<file path="config.mk">
export PLATFORM = sky130hd
export DESIGN_NAME = jtag_scan_master
export DESIGN_NICKNAME = d
export VERILOG_FILES = /design/src/rtl/jtag_scan_master.sv
export SDC_FILE = /design/constraint.sdc
export NUM_CORES = 1
export LEC_CHECK = 0
export ABC_AREA = 1
export BUFFER_PORTS_ARGS = -buffer_cell sky130_fd_sc_hd__buf_2
export CORE_ASPECT_RATIO = 1.4
export CORE_MARGIN = 3
export CORE_UTILIZATION = 63
export DETAILED_ROUTE_END_ITERATION = 6
export GPL_TIMING_DRIVEN = 0
export HOLD_SLACK_MARGIN = 0.05
export PLACE_DENSITY = 0.86
export SLEW_MARGIN = 10
export SYNTH_ARGS = -nofsm -noshare
export SYNTH_HDL_FRONTEND = slang
export SYNTH_SLANG_ARGS = --single-unit
</file>
<file path="constraint.sdc">
create_clock -name clk_i -period 6.1 [get_ports clk_i]
set_clock_uncertainty 0.2 [all_clocks]
set_input_delay 0.915 -clock clk_i [delete_from_list [all_inputs] [get_ports clk_i]]
set_output_delay 0.915 -clock clk_i [all_outputs]
set_load 0.005 [all_outputs]
</file>
<file path="src/rtl/jtag_scan_master.sv">
// JTAG initiator: turns request words into complete TAP walks (TLR, IR scan, DR scan, run-idle).
// Optional JTAG_MASTER_AUTO_RESET_EN: issue a silent TLR walk after reset release.

module jtag_scan_master #(
   parameter int unsigned DATA_W  = 32,
   parameter int unsigned CLK_DIV = 2,
   localparam int unsigned LEN_W  = $clog2(DATA_W)
) (
   input  logic              clk_i,
   input  logic              rst_ni,
   input  logic              req_valid_i,
   output logic              req_ready_o,
   input  logic [1:0]        req_op_i,
   input  logic [LEN_W-1:0]  req_len_i,
   input  logic [DATA_W-1:0] req_data_i,
   output logic              rsp_valid_o,
   output logic [DATA_W-1:0] rsp_data_o,
   output logic              tck_o,
   output logic              tms_o,
   output logic              tdi_o,
   input  logic              tdo_i
);

   localparam int unsigned CNT_W    = (LEN_W > 3) ? LEN_W : 3;
   localparam logic [7:0]  DIV_LAST = 8'(CLK_DIV - 1);

   localparam logic [1:0] OP_TLR = 2'b00;
   localparam logic [1:0] OP_IR  = 2'b01;
   localparam logic [1:0] OP_DR  = 2'b10;
   localparam logic [1:0] OP_RUN = 2'b11;

   typedef enum logic [2:0] {StBoot, StIdle, StPre, StShift, StPost} state_e;

   state_e            state_q, state_d;
   logic [1:0]        op_q, op_d;
   logic [LEN_W-1:0]  len_q, len_d;
   logic [CNT_W-1:0]  cnt_q, cnt_d, cnt_m1;
   logic [DATA_W-1:0] data_q, data_d;
   logic [DATA_W-1:0] cap_q, cap_d;
   logic [DATA_W-1:0] rsp_data_q, rsp_data_d;
   logic [7:0]        div_q, div_d;
   logic              tck_q, tck_d;
   logic              tms_q, tms_d;
   logic              tdi_q, tdi_d;
   logic              rsp_valid_q, rsp_valid_d;
   logic              quiet_q, quiet_d;
   logic              busy, tick, rise, fall, finish;
   logic [LEN_W-1:0]  bit_idx;

   assign busy    = (state_q == StPre) || (state_q == StShift) || (state_q == StPost);
   assign tick    = (div_q == DIV_LAST);
   assign rise    = busy & tick & ~tck_q;
   assign fall    = busy & tick & tck_q;
   assign cnt_m1  = cnt_q - 1'b1;
   // Shift counter runs n-1..0, so the bit position is its distance from the top.
   assign bit_idx = len_q - cnt_q[LEN_W-1:0];

   always_comb begin
      state_d     = state_q;
      op_d        = op_q;
      len_d       = len_q;
      cnt_d       = cnt_q;
      data_d      = data_q;
      cap_d       = cap_q;
      div_d       = div_q;
      tck_d       = tck_q;
      tms_d       = tms_q;
      tdi_d       = tdi_q;
      rsp_valid_d = 1'b0;
      rsp_data_d  = rsp_data_q;
      quiet_d     = quiet_q;
      finish      = 1'b0;

      if (busy) begin
         div_d = tick ? 8'd0 : div_q + 8'd1;
         if (tick) begin
            tck_d = ~tck_q;
         end
      end

      if (rise && (state_q == StShift)) begin
         cap_d[bit_idx] = tdo_i;
      end

      unique case (state_q)
         StBoot: begin
`ifdef JTAG_MASTER_AUTO_RESET_EN
            state_d = StPre;
            op_d    = OP_TLR;
            cnt_d   = CNT_W'(5);
            cap_d   = '0;
            div_d   = 8'd0;
            tms_d   = 1'b1;
            tdi_d   = 1'b0;
            quiet_d = 1'b1;
`else
            state_d = StIdle;
`endif
         end

         StIdle: begin
            if (req_valid_i) begin
               state_d = StPre;
               op_d    = req_op_i;
               len_d   = req_len_i;
               data_d  = req_data_i;
               cap_d   = '0;
               div_d   = 8'd0;
               tdi_d   = 1'b0;
               quiet_d = 1'b0;
               unique case (req_op_i)
                  OP_TLR: begin cnt_d = CNT_W'(5);         tms_d = 1'b1; end
                  OP_IR:  begin cnt_d = CNT_W'(3);         tms_d = 1'b1; end
                  OP_DR:  begin cnt_d = CNT_W'(2);         tms_d = 1'b1; end
                  OP_RUN: begin cnt_d = CNT_W'(req_len_i); tms_d = 1'b0; end
                  default: ;
               endcase
            end
         end

         // Walk from RTI to Shift-xR, or the whole TLR / run-idle sequence.
         StPre: begin
            if (fall) begin
               if (cnt_q != '0) begin
                  cnt_d = cnt_m1;
                  if (op_q == OP_TLR) begin
                     tms_d = (cnt_m1 != '0);
                  end else if (op_q == OP_RUN) begin
                     tms_d = 1'b0;
                  end else begin
                     tms_d = (cnt_m1 >= CNT_W'(2));
                  end
               end else if ((op_q == OP_TLR) || (op_q == OP_RUN)) begin
                  finish = 1'b1;
               end else begin
                  state_d = StShift;
                  cnt_d   = CNT_W'(len_q);
                  tms_d   = (len_q == '0);
                  tdi_d   = data_q[0];
               end
            end
         end

         StShift: begin
            if (fall) begin
               if (cnt_q != '0) begin
                  cnt_d  = cnt_m1;
                  data_d = data_q >> 1;
                  tdi_d  = data_d[0];
                  tms_d  = (cnt_q == CNT_W'(1));
               end else begin
                  state_d = StPost;
                  cnt_d   = CNT_W'(1);
                  tms_d   = 1'b1;
                  tdi_d   = 1'b0;
               end
            end
         end

         // Exit1 -> Update (TMS 1) -> RTI (TMS 0).
         StPost: begin
            if (fall) begin
               if (cnt_q != '0) begin
                  cnt_d = '0;
                  tms_d = 1'b0;
               end else begin
                  finish = 1'b1;
               end
            end
         end

         default: state_d = StIdle;
      endcase

      if (finish) begin
         state_d     = StIdle;
         tms_d       = 1'b0;
         tdi_d       = 1'b0;
         quiet_d     = 1'b0;
         rsp_valid_d = ~quiet_q;
         if (!quiet_q) begin
            rsp_data_d = cap_q;
         end
      end
   end

   always_ff @(posedge clk_i or negedge rst_ni) begin
      if (!rst_ni) begin
         state_q     <= StBoot;
         op_q        <= OP_TLR;
         len_q       <= '0;
         cnt_q       <= '0;
         data_q      <= '0;
         cap_q       <= '0;
         div_q       <= 8'd0;
         tck_q       <= 1'b0;
         tms_q       <= 1'b1;
         tdi_q       <= 1'b0;
         rsp_valid_q <= 1'b0;
         rsp_data_q  <= '0;
         quiet_q     <= 1'b0;
      end else begin
         state_q     <= state_d;
         op_q        <= op_d;
         len_q       <= len_d;
         cnt_q       <= cnt_d;
         data_q      <= data_d;
         cap_q       <= cap_d;
         div_q       <= div_d;
         tck_q       <= tck_d;
         tms_q       <= tms_d;
         tdi_q       <= tdi_d;
         rsp_valid_q <= rsp_valid_d;
         rsp_data_q  <= rsp_data_d;
         quiet_q     <= quiet_d;
      end
   end

   assign req_ready_o = (state_q == StIdle);
   assign rsp_valid_o = rsp_valid_q;
   assign rsp_data_o  = rsp_data_q;
   assign tck_o       = tck_q;
   assign tms_o       = tms_q;
   assign tdi_o       = tdi_q;

endmodule

</file>
---- Yosys cells after proc, flatten, opt, wreduce, memory -nomap -nowiden ----
Cells that the tools add are included.
W data, S select, Z words.
word-level totals
  output and inout bits ................... 37
  register bits after elaboration ......... 124
  input bits .............................. 43
  logic and storage cells ................. 139
cells by class
  reduce and logical (&&, ||, !) cells .... 26
  bitwise logic cells ..................... 5
  $add $sub $neg .......................... 3
  magnitude comparators ................... 3
  eq/ne operators ......................... 27
  muxes and demuxes ....................... 62
operator list
  operator               count
  $mux W32               6
  $pmux W32 S2           1
  $mux W5                8
  $pmux W5 S4            2
  $bwmux W32             1
  $mux W8                4
  $mux W1                27
  $mux W3                7
  $ne A3 B3 Y1 const B   7
  $reduce_and A7 Y1      3
  $reduce_bool A5 Y1     3
  $pmux W3 S4            1
  $ne A2 B2 Y1 const B   5
  $add A8 B1 Y8 const B  1
  $eq A8 B1 Y1 const B   1
  $reduce_and A2 Y1      4
  $reduce_bool A4 Y1     2
  $eq A2 B2 Y1 const B   3
  $eq A3 B2 Y1 const B   2
  $lt A5 B6 Y1 const B   1
  $ne A3 B2 Y1 const B   2
  $reduce_and A6 Y1      1
  $reduce_bool A2 Y1     3
  $demux W1 S5           1
  21 further kinds       30

---- Depth between registers and ports, before layout ----
Gate-level depths: netlist (run 1).
  depth after elaboration ................. 9
  depth in mapped cells ................... 14
  depth with buffers taken out ............ 14

---- Worst setup path after synthesis (run 1) ----
Ideal clock, no wire load.
  path type ............................... register to register
  start ................................... reg len_q[0]
  end ..................................... reg cap_q[12]
  cell stages (with the launch flop) ...... 11
  buffers on the path ..................... 0
  data required time ...................... 5783 ps
  arrival ................................. 1844 ps
  library setup time ...................... 117 ps
  setup slack ............................. 3939 ps
  clock period less this slack ............ 2161 ps
  cells stage by stage .................... dfrtp_1 > inv_1 > ha_1 > inv_1 > fa_1 > xor2_1 > inv_1 > nor2_1 > nand2_1 > nor2_1 > nor2_1
between the ends
  cells in the longest elaborated chain, start to end .. 9
  elaborated cells between the ends (all ways) .. 10
  classes of those cells .................. add/sub: 1; order compare: 2; mux: 6; reduce/logical: 1
ends and longest elaborated chain
  item                                                                line  text
  start: declaration                                                  36    logic [LEN_W-1:0] len_q, len_d;
  start signal: assignment                                            205   len_q <= len_d;
  $sub A5 B5 Y5 (*)                                                   56    assign bit_idx = len_q - cnt_q[LEN_W-1:0];
  $lt A5 B6 Y1 (implied by the code) or $ge A5 B1 Y1 (tied branches)  82    cap_d[bit_idx] = tdo_i;
  $logic_and A1 B1 Y1 (implied by the code)                           82
  $mux W1 (implied by the code)                                       82
  $demux W1 S5 (*)                                                    82
  $bwmux W32 (*)                                                      82
  $mux W32 (*)                                                        81    if (rise && (state_q == StShift)) begin
  $mux W32                                                            102   if (req_valid_i) begin
  $mux W32 (*)                                                        85    unique case (state_q)
  named net cap_d[12]                                                 39    logic [DATA_W-1:0] cap_q, cap_d;
  end signal: assignment                                              208   cap_q <= cap_d;
  end: declaration                                                    39
Mark *: on every way through the listed nets, which the timed path passes. The rest lies on a longest branch.
A chain may end at the register's enable or synchronous reset.

---- Worst setup path in the final report (run 1) ----
  start ................................... reg len_q[0]
  end ..................................... reg cap_q[20]
Same word-level chain as after synthesis.

==> summary.md, run 1 <==
| Metric | Value |
|---|---|
| Run status | finished, final reports clean |
| Post-Syn Area | ~6400 um^2 |
| CTS Hold Bufs | 0 |
| CP Class | reg2reg |
| Clock period minus worst slack | ~2.7 ns |
| Hold WS | around 0.18 ns |
| Yosys reg bits | roughly 120 |
| IR drop worst, VDD | 0.326 mV |
| Synthesized area per cell | around 7.6 um^2 |
| Share of layout cells above drive strength 1 | 0.178 |
| Core Rows | 42 |
| Clk_lat worst skew | 0.41 ns |
| Largest net degree at the start of global routing | 93 |
| Post-synth EDFFs | 0 |
| Setup violations, final | 0 |
| Cell Pwr Density | around 470 nW/um^2 |
| H-tree depth | 4 |
| Crit share post-route | 0.441 |
| DIE WIDTH | between 90 and 100 um |
| Most common library cells after synthesis | nand2_1, dfrtp_1, inv_1, nor2_1, o21ai_1 |
| Total negative slack | 0 ns |
| Worst setup EP type | register |
| Slew @ Worst Pin | around 0.53 ns |
| Post-route ant nets | 0 |
| Reg-to-Reg Start | len_q[0]$_DFFE_PN0P_ |
| Mapped Cells | about 840 |
| Synth cell types | 36 |
| FF-to-FF setup slack | around 3.4 ns |
| Yosys warns | 0 |
| Gr usage total | 0.271 |
| Vias | about 5,700 |
| Cell taking the most area after synthesis | dfrtp_1 |
| Max frequency | between 300 and 400 MHz |
| Final hold viol count | 0 |
| Worst Path Required | between 6 and 7 ns |
| DR iter-0 viols | approximately 350 |
| Sinks on the clock net | between 100 and 150 |
| CTS root buf | clkbuf_16 |
| Fin. max-slew vios | 0 |
| Gr ovfl total | 0 |
| # diodes | 0 |
| CTS max path bufs | 2 |
| Fraction of registers with async set or reset after synthesis | 1.00 |
| LEAKAGE | about 4 nW |
| Num CTS Buffers | 17 |
| PortBufs | about 80 |
| Vias per Instance | about 5.2 |
| Hpwl dp | about 10 mm |
| Number of max-cap violations | 0 |
| Antenna violations before repair | 0 |
| Area grow syn2layout | 18.7% |
| Clock Pin Slew Worst Setup and Hold Paths | around 0.060 ns |
| Top cell type's share of synthesized area | 0.479 |
| TritonCTS clock tree | built |
| # DRC | 0 |
| Top Ports | 80 |
| RD Place Congestion | about 0.88 |
| Die area | 11,400 um^2 |
| Postcts setup bufs | 0 |
| Sequential share of the synthesized area | 0.483 |
| Worst EP arrival | roughly 2.8 ns |
| CP Max Fanout | 5 |
| Initial Utilization | 0.659 |
| Most frequent cell after synthesis | nand2_1 |
| Router iterations before antenna repair | 5 |
| Resize count post-CTS | 0 |
| Core outline area | slightly below 10,000 um^2 |
| Worst slew margin | 0.647 |
| Synth Net Count | between 800 and 900 |
| Post-detailed-routing wire length | 14.8 mm |
| Drt wl/cell | 13.6 um |
| Final #Nets | 997 |
| Die height | between 100 and 150 um |
| Unrepaired setup endpoints after global routing | no |
| Leading post-synthesis cells by cell area | dfrtp_1, nand2_1, inv_1 |
| Top_reg_cell synth | dfrtp_1 |
| Vias in the first global route | around 5,700 |
| First-pass GRT wire length | about 25 mm |
| R2R depth | 10 |
| Min-Delay Path Class | in2async |
| Reg2Reg Capture Point | cap_q[20]$_DFF_PN0_ |
| Critical path launch point type | register |
[state kept, by name, indices dropped and copies added (netlist names)]
signal       cells
cnt_q            5
tck_o            1
tdi_o            1
rsp_valid_o      1
data_q          32
tms_o            1
div_q            8
rsp_data_o      32
op_q             2
cap_q           32
state_q          3
len_q            5
[worst max-delay path, cell delays in order, from the launching register on]
cell and delay (ns):
dfrtp_1 0.36, inv_1 0.17, ha_1 0.19, inv_1 0.06
fa_1 0.42, xor2_1 0.38, inv_1 0.15, nor2_1 0.28
nand2_1 0.13, nor2_1 0.15, nor2_1 0.08
[final cells by class]
class / count / area [um^2]
multi-input combinational: 582 / 2710
sequential: 123 / 3080
clock buffer: 23 / 488
buffer: 28 / 169
clock inverter: 9 / 110
inverter: 109 / 414
fill: 711 / 2110
tap: 132 / 165
timing repair buffer: 80 / 429
[report_power, final]
part,switching (mW),internal [mW],total [mW]
Clock,0.359,0.645,1.00
Sequential,0.106,0.997,1.10
Combinational,0.991,0.481,1.47
Total,1.46,2.12,3.58
[cell usage in the layout, fill, tap and decap left out, types with 3 or more instances in the layout]
cell	synthesis	routed
nand3_2	4	4
nor2_1	101	101
buf_6	7	8
nand2_2	7	7
clkbuf_8	0	4
a21oi_1	12	12
nor2_2	8	8
dfrtp_1	122	122
o21ai_1	53	53
nor3_1	4	4
inv_1	101	101
buf_1	6	6
nand2_1	279	279
o21ai_2	13	13
nand3_1	23	23
clkinvlp_4	0	3
inv_2	7	7
o21ai_0	47	47
clkbuf_16	0	17
ha_1	12	12
clkbuf_1	8	10
buf_2	5	83
[how the worst max path moves through the flow]
stage	from	end	slack, ns
5_1_grt	len_q[0]$_DFFE_PN0P_	cap_q[5]$_DFF_PN0_	3.13
3_5_place_dp	len_q[0]$_DFFE_PN0P_	cap_q[5]$_DFF_PN0_	3.42
4_1_cts	len_q[0]$_DFFE_PN0P_	cap_q[4]$_DFF_PN0_	3.39
2_1_floorplan	len_q[0]$_DFFE_PN0P_	cap_q[12]$_DFF_PN0_	3.94
3_3_place_gp	rst_ni	data_q[8]$_DFFE_PN0P_	2.37
6_report	len_q[0]$_DFFE_PN0P_	cap_q[20]$_DFF_PN0_	3.41
[cells by family after synthesis]
family                     after synthesis  share of synthesized area
and+or+nand+nor                        433                      0.278
buffers and inverters                  137                     0.0916
AOI/OAI and AO/OA                      133                      0.116
DFF                                    123                      0.483
adders and majority gates               13                     0.0267
xor gates and xnor gates                 3                    0.00413
[per-layer routing]
layer  up-vias  share of wire  global-route usage
li1       2812              -                   -
met1      2649           0.39               0.306
met2       189           0.52               0.477
met3        50          0.050              0.0571
met4         0          0.036               0.141
met5         -              0                   0
[stage by stage]
stage / util / std cells / power (mW) / instance area (um^2) / setup WS (ns)
after CTS: 0.782 / 1086 / 3.57 / 7560 / 3.39
after global routing: 0.782 / 1086 / 3.83 / 7560 / 3.13
final: 0.782 / 1086 / 3.58 / 7560 / 3.41
after detailed placement: 0.720 / 1054 / 2.54 / 6960 / 3.42
after floorplan: - / 842 / 2.20 / 6370 / 3.94
after global placement: 0.717 / 1053 / 2.50 / 6930 / 2.37
(Power assumes the default switching activity.)
==> run 2: changes to the inputs <==
- CORE_UTILIZATION: 63 -> 58
- PLACE_DENSITY: 0.86 -> 0.8
- clock period: 6.1 -> 2.6 ns (I/O delays scaled with it)
==> run 2 against run 1 <==
Effect of this change: critical path depth grew 1; flip-flop and latch count is the same; utilization shrank 5.5 points; routed wire length shrank 2.6%; largest power group unchanged; sequential power grew 130%; via count shrank 1.3%; total power grew 140%; setup slack lost 3.3 ns.
==> summary.md, run 2 (synthesized netlist as in run 1, its figures left out) <==
| Metric | Value |
|---|---|
| Design Power | 8.42 mW (was 3.58 mW) |
| Max Used Layer | met4 (unchanged) |
| CP peak stage delay | 0.44 ns (was 0.42 ns) |
| Largest net degree at the start of global routing | 87 (was 93) |
| Drt wl/cell | 13.1 um (was 13.6 um) |
| Worst Path Required | 2.68 ns (was 6.20 ns) |
| Post-Layout Cell Count | 1,101 (was 1,086) |
| Initial Utilization | 0.603 (was 0.659) |
| Clock period minus worst slack | 2.44 ns (was 2.69 ns) |
| TritonCTS clock tree | built (unchanged) |
| Num CTS Buffers | 17 (unchanged) |
| CTS root buf | clkbuf_16 (unchanged) |
| Slowest CP cell | dfrtp_1 (was fa_1) |
| DR iter-0 viols | 263 (was 347) |
| Die area | 12,300 um^2 (was 11,400 um^2) |
| DR WL met3 | 641 um (was 744 um) |
| Hpwl dp | 10.1 mm (about the same) |
| Die height | 130 um (was 125 um) |
| WL met1 | 5.99 mm (was 5.80 mm) |
| Slew @ Worst Pin | 0.494 ns (was 0.525 ns) |
| Post-route ant nets | 0 (unchanged) |
| Vias in the first global route | 5,373 (was 5,676) |
| # DRC | 0 (unchanged) |
| Core Rows | 44 (was 42) |
| Postcts setup bufs | 0 (unchanged) |
| Cell Pwr Density | 1100 nW/um^2 (was 473 nW/um^2) |
| Vias | 5,626 (was 5,700) |
| Share of layout cells above drive strength 1 | 0.188 (was 0.178) |
| Wire length on met2 | 7.40 mm (was 7.70 mm) |
| H-tree depth | 4 (unchanged) |
| Crit share post-route | 0.940 (was 0.441) |
| Sinks on the clock net | 123 (unchanged) |
| PortBufs | 79 (unchanged) |
| Fill count | 869 (was 711) |
| CTS max path bufs | 2 (unchanged) |
| CP Class | reg2reg (unchanged) |
| Post-detailed-routing wire length | 14.4 mm (was 14.8 mm) |
| Most common cell after layout, fill and taps aside | nand2_1 (unchanged) |
| LEAKAGE | 4.07 nW (was 4.05 nW) |
| Hold WS | 0.0902 ns (was 0.175 ns) |
| Final hold viol count | 0 (unchanged) |
| Worst hold path depth | 5 |
| Core outline area | 10,600 um^2 (was 9670 um^2) |
| Worst EP arrival | 2.52 ns (was 2.78 ns) |
| Final #Nets | 1,006 (was 997) |
| First-pass GRT wire length | 24.1 mm (was 25.0 mm) |
| Run status | finished, final reports clean (unchanged) |
| Fin. max-slew vios | 0 (unchanged) |
| Gr ovfl total | 0 (unchanged) |
| Setup violations, final | 0 (unchanged) |
| Worst setup EP type | register (unchanged) |
| Area grow syn2layout | 20.6% (was 18.7%) |
| Unrepaired setup endpoints after global routing | no (unchanged) |
| Gr usage total | 0.251 (was 0.271) |
| DIE WIDTH | 94.6 um (was 91.0 um) |
| Worst slew margin | 0.671 (was 0.647) |
| # diodes | 0 (unchanged) |
| Crit-path cells | inv_1, ha_1, nand3_1, nor2_2, nand2_2, nor2_4, inv_2, buf_6, buf_2, nand2_1, o21ai_1 (was inv_1, ha_1, inv_1, fa_1, xor2_1, inv_1, nor2_1, nand2_1, nor2_1, nor2_1) |
| R2R depth | 11 (was 10) |
| Min-Delay Path Class | in2reg (was in2async) |
| Top Ports | 80 (unchanged) |
| Router iterations before antenna repair | 4 (was 5) |
| Clk_lat worst skew | 0.42 ns (was 0.41 ns) |
| IR drop worst, VDD | 0.945 mV (was 0.326 mV) |
| Critical path launch point type | register (unchanged) |
| Vias per Instance | 5.11 (was 5.25) |
| Most frequent cells in the layout | nand2_1, dfrtp_1, inv_1 (was nand2_1, dfrtp_1, inv_1, nor2_1, buf_2) |
| Clock Pin Slew Worst Setup and Hold Paths | 0.06 ns (about the same) |
| Antenna violations before repair | 0 (unchanged) |
| CP Max Fanout | 10 (was 5) |
| Placed cells | 1,060 (was 1,054) |
| RD Place Congestion | 0.869 (was 0.881) |
| Max frequency | 409 MHz (was 372 MHz) |
| Number of max-cap violations | 0 (unchanged) |
[run 2: cell types whose count changed in the layout (fill, tap and decap cells not counted), sizes merged]
cell,change
clkbuf,-3
clkinv,+1
inv,+2
dlygate4sd3,+9
clkinvlp,+1
bufinv,-1
[run 2: power breakdown]
| part | switching (mW) | internal (mW) | leakage [nW] |
|---|---|---|---|
| Combinational | 2.37 | 1.20 | 2.16 |
| Clock | 0.898 | 1.37 | 0.269 |
| Sequential | 0.238 | 2.34 | 1.64 |
[run 2: per-layer routing]
metal  up-vias  track usage
met4         0        0.122
met3        29       0.0450
met1      2627        0.294
li1       2842            -
met5         -            0
met2       128        0.441
[run 2: critical path: cells and delay by family, from the launching register on]
| family | cells | cell delay [ns] |
|---|---|---|
| flops | 1 | 0.44 |
| buf+inv | 4 | 0.60 |
| fa+ha+maj | 1 | 0.25 |
| simple gates | 5 | 0.75 |
| compound gates | 1 | 0.07 |
[run 2: layout make-up]
class,instances,area (um^2),share of cell area
timing repair buffer,89,519,0.0676
sequential,123,3080,0.401
clock inverter,12,114,0.0148
multi-input combinational,582,2760,0.359
tap,138,173,0.0225
clock buffer,20,457,0.0595
inverter,109,414,0.0539
buffer,28,169,0.0220
[run 2: what timing repair did]
action	in CTS	in global routing
resized for setup	1	12
hold buffers	9	0
setup endpoints to repair	2	31
endpoints found under the hold margin	45	0
pin swaps	0	1
[run 2: path summary, 6_finish.rpt]
kind / from / end / slack [ns]
setup / recovery: cnt_q[0]$_DFFE_PN0P_ / rsp_data_o[21]$_DFFE_PN0P_ / 0.16
hold / removal: req_data_i[7] / data_q[7]$_DFFE_PN0P_ / 0.09
setup reg to reg: cnt_q[0]$_DFFE_PN0P_ / rsp_data_o[21]$_DFFE_PN0P_ / 0.16
hold reg to reg: rsp_data_o[15]$_DFFE_PN0P_ / rsp_data_o[15]$_DFFE_PN0P_ / 0.28
max in group asynchronous: rst_ni / state_q[0]$_DFFE_PN0P_ / 1.22
min in group asynchronous: rst_ni / rsp_data_o[18]$_DFFE_PN0P_ / 0.24
[run 2: metrics by stage]
| step | setup TNS, ns | area [um^2] | util | worst slack (ns) |
|---|---|---|---|---|
| after global placement | -78.63 | 6940 | 0.656 | -0.656 |
| after floorplan | 0 | 6370 | - | 0.439 |
| after global routing | 0 | 7680 | 0.727 | 0.00444 |
| after CTS | 0 | 7630 | 0.722 | 0.0309 |
| final | 0 | 7680 | 0.727 | 0.157 |
| after detailed placement | 0 | 6970 | 0.659 | 0.00632 |
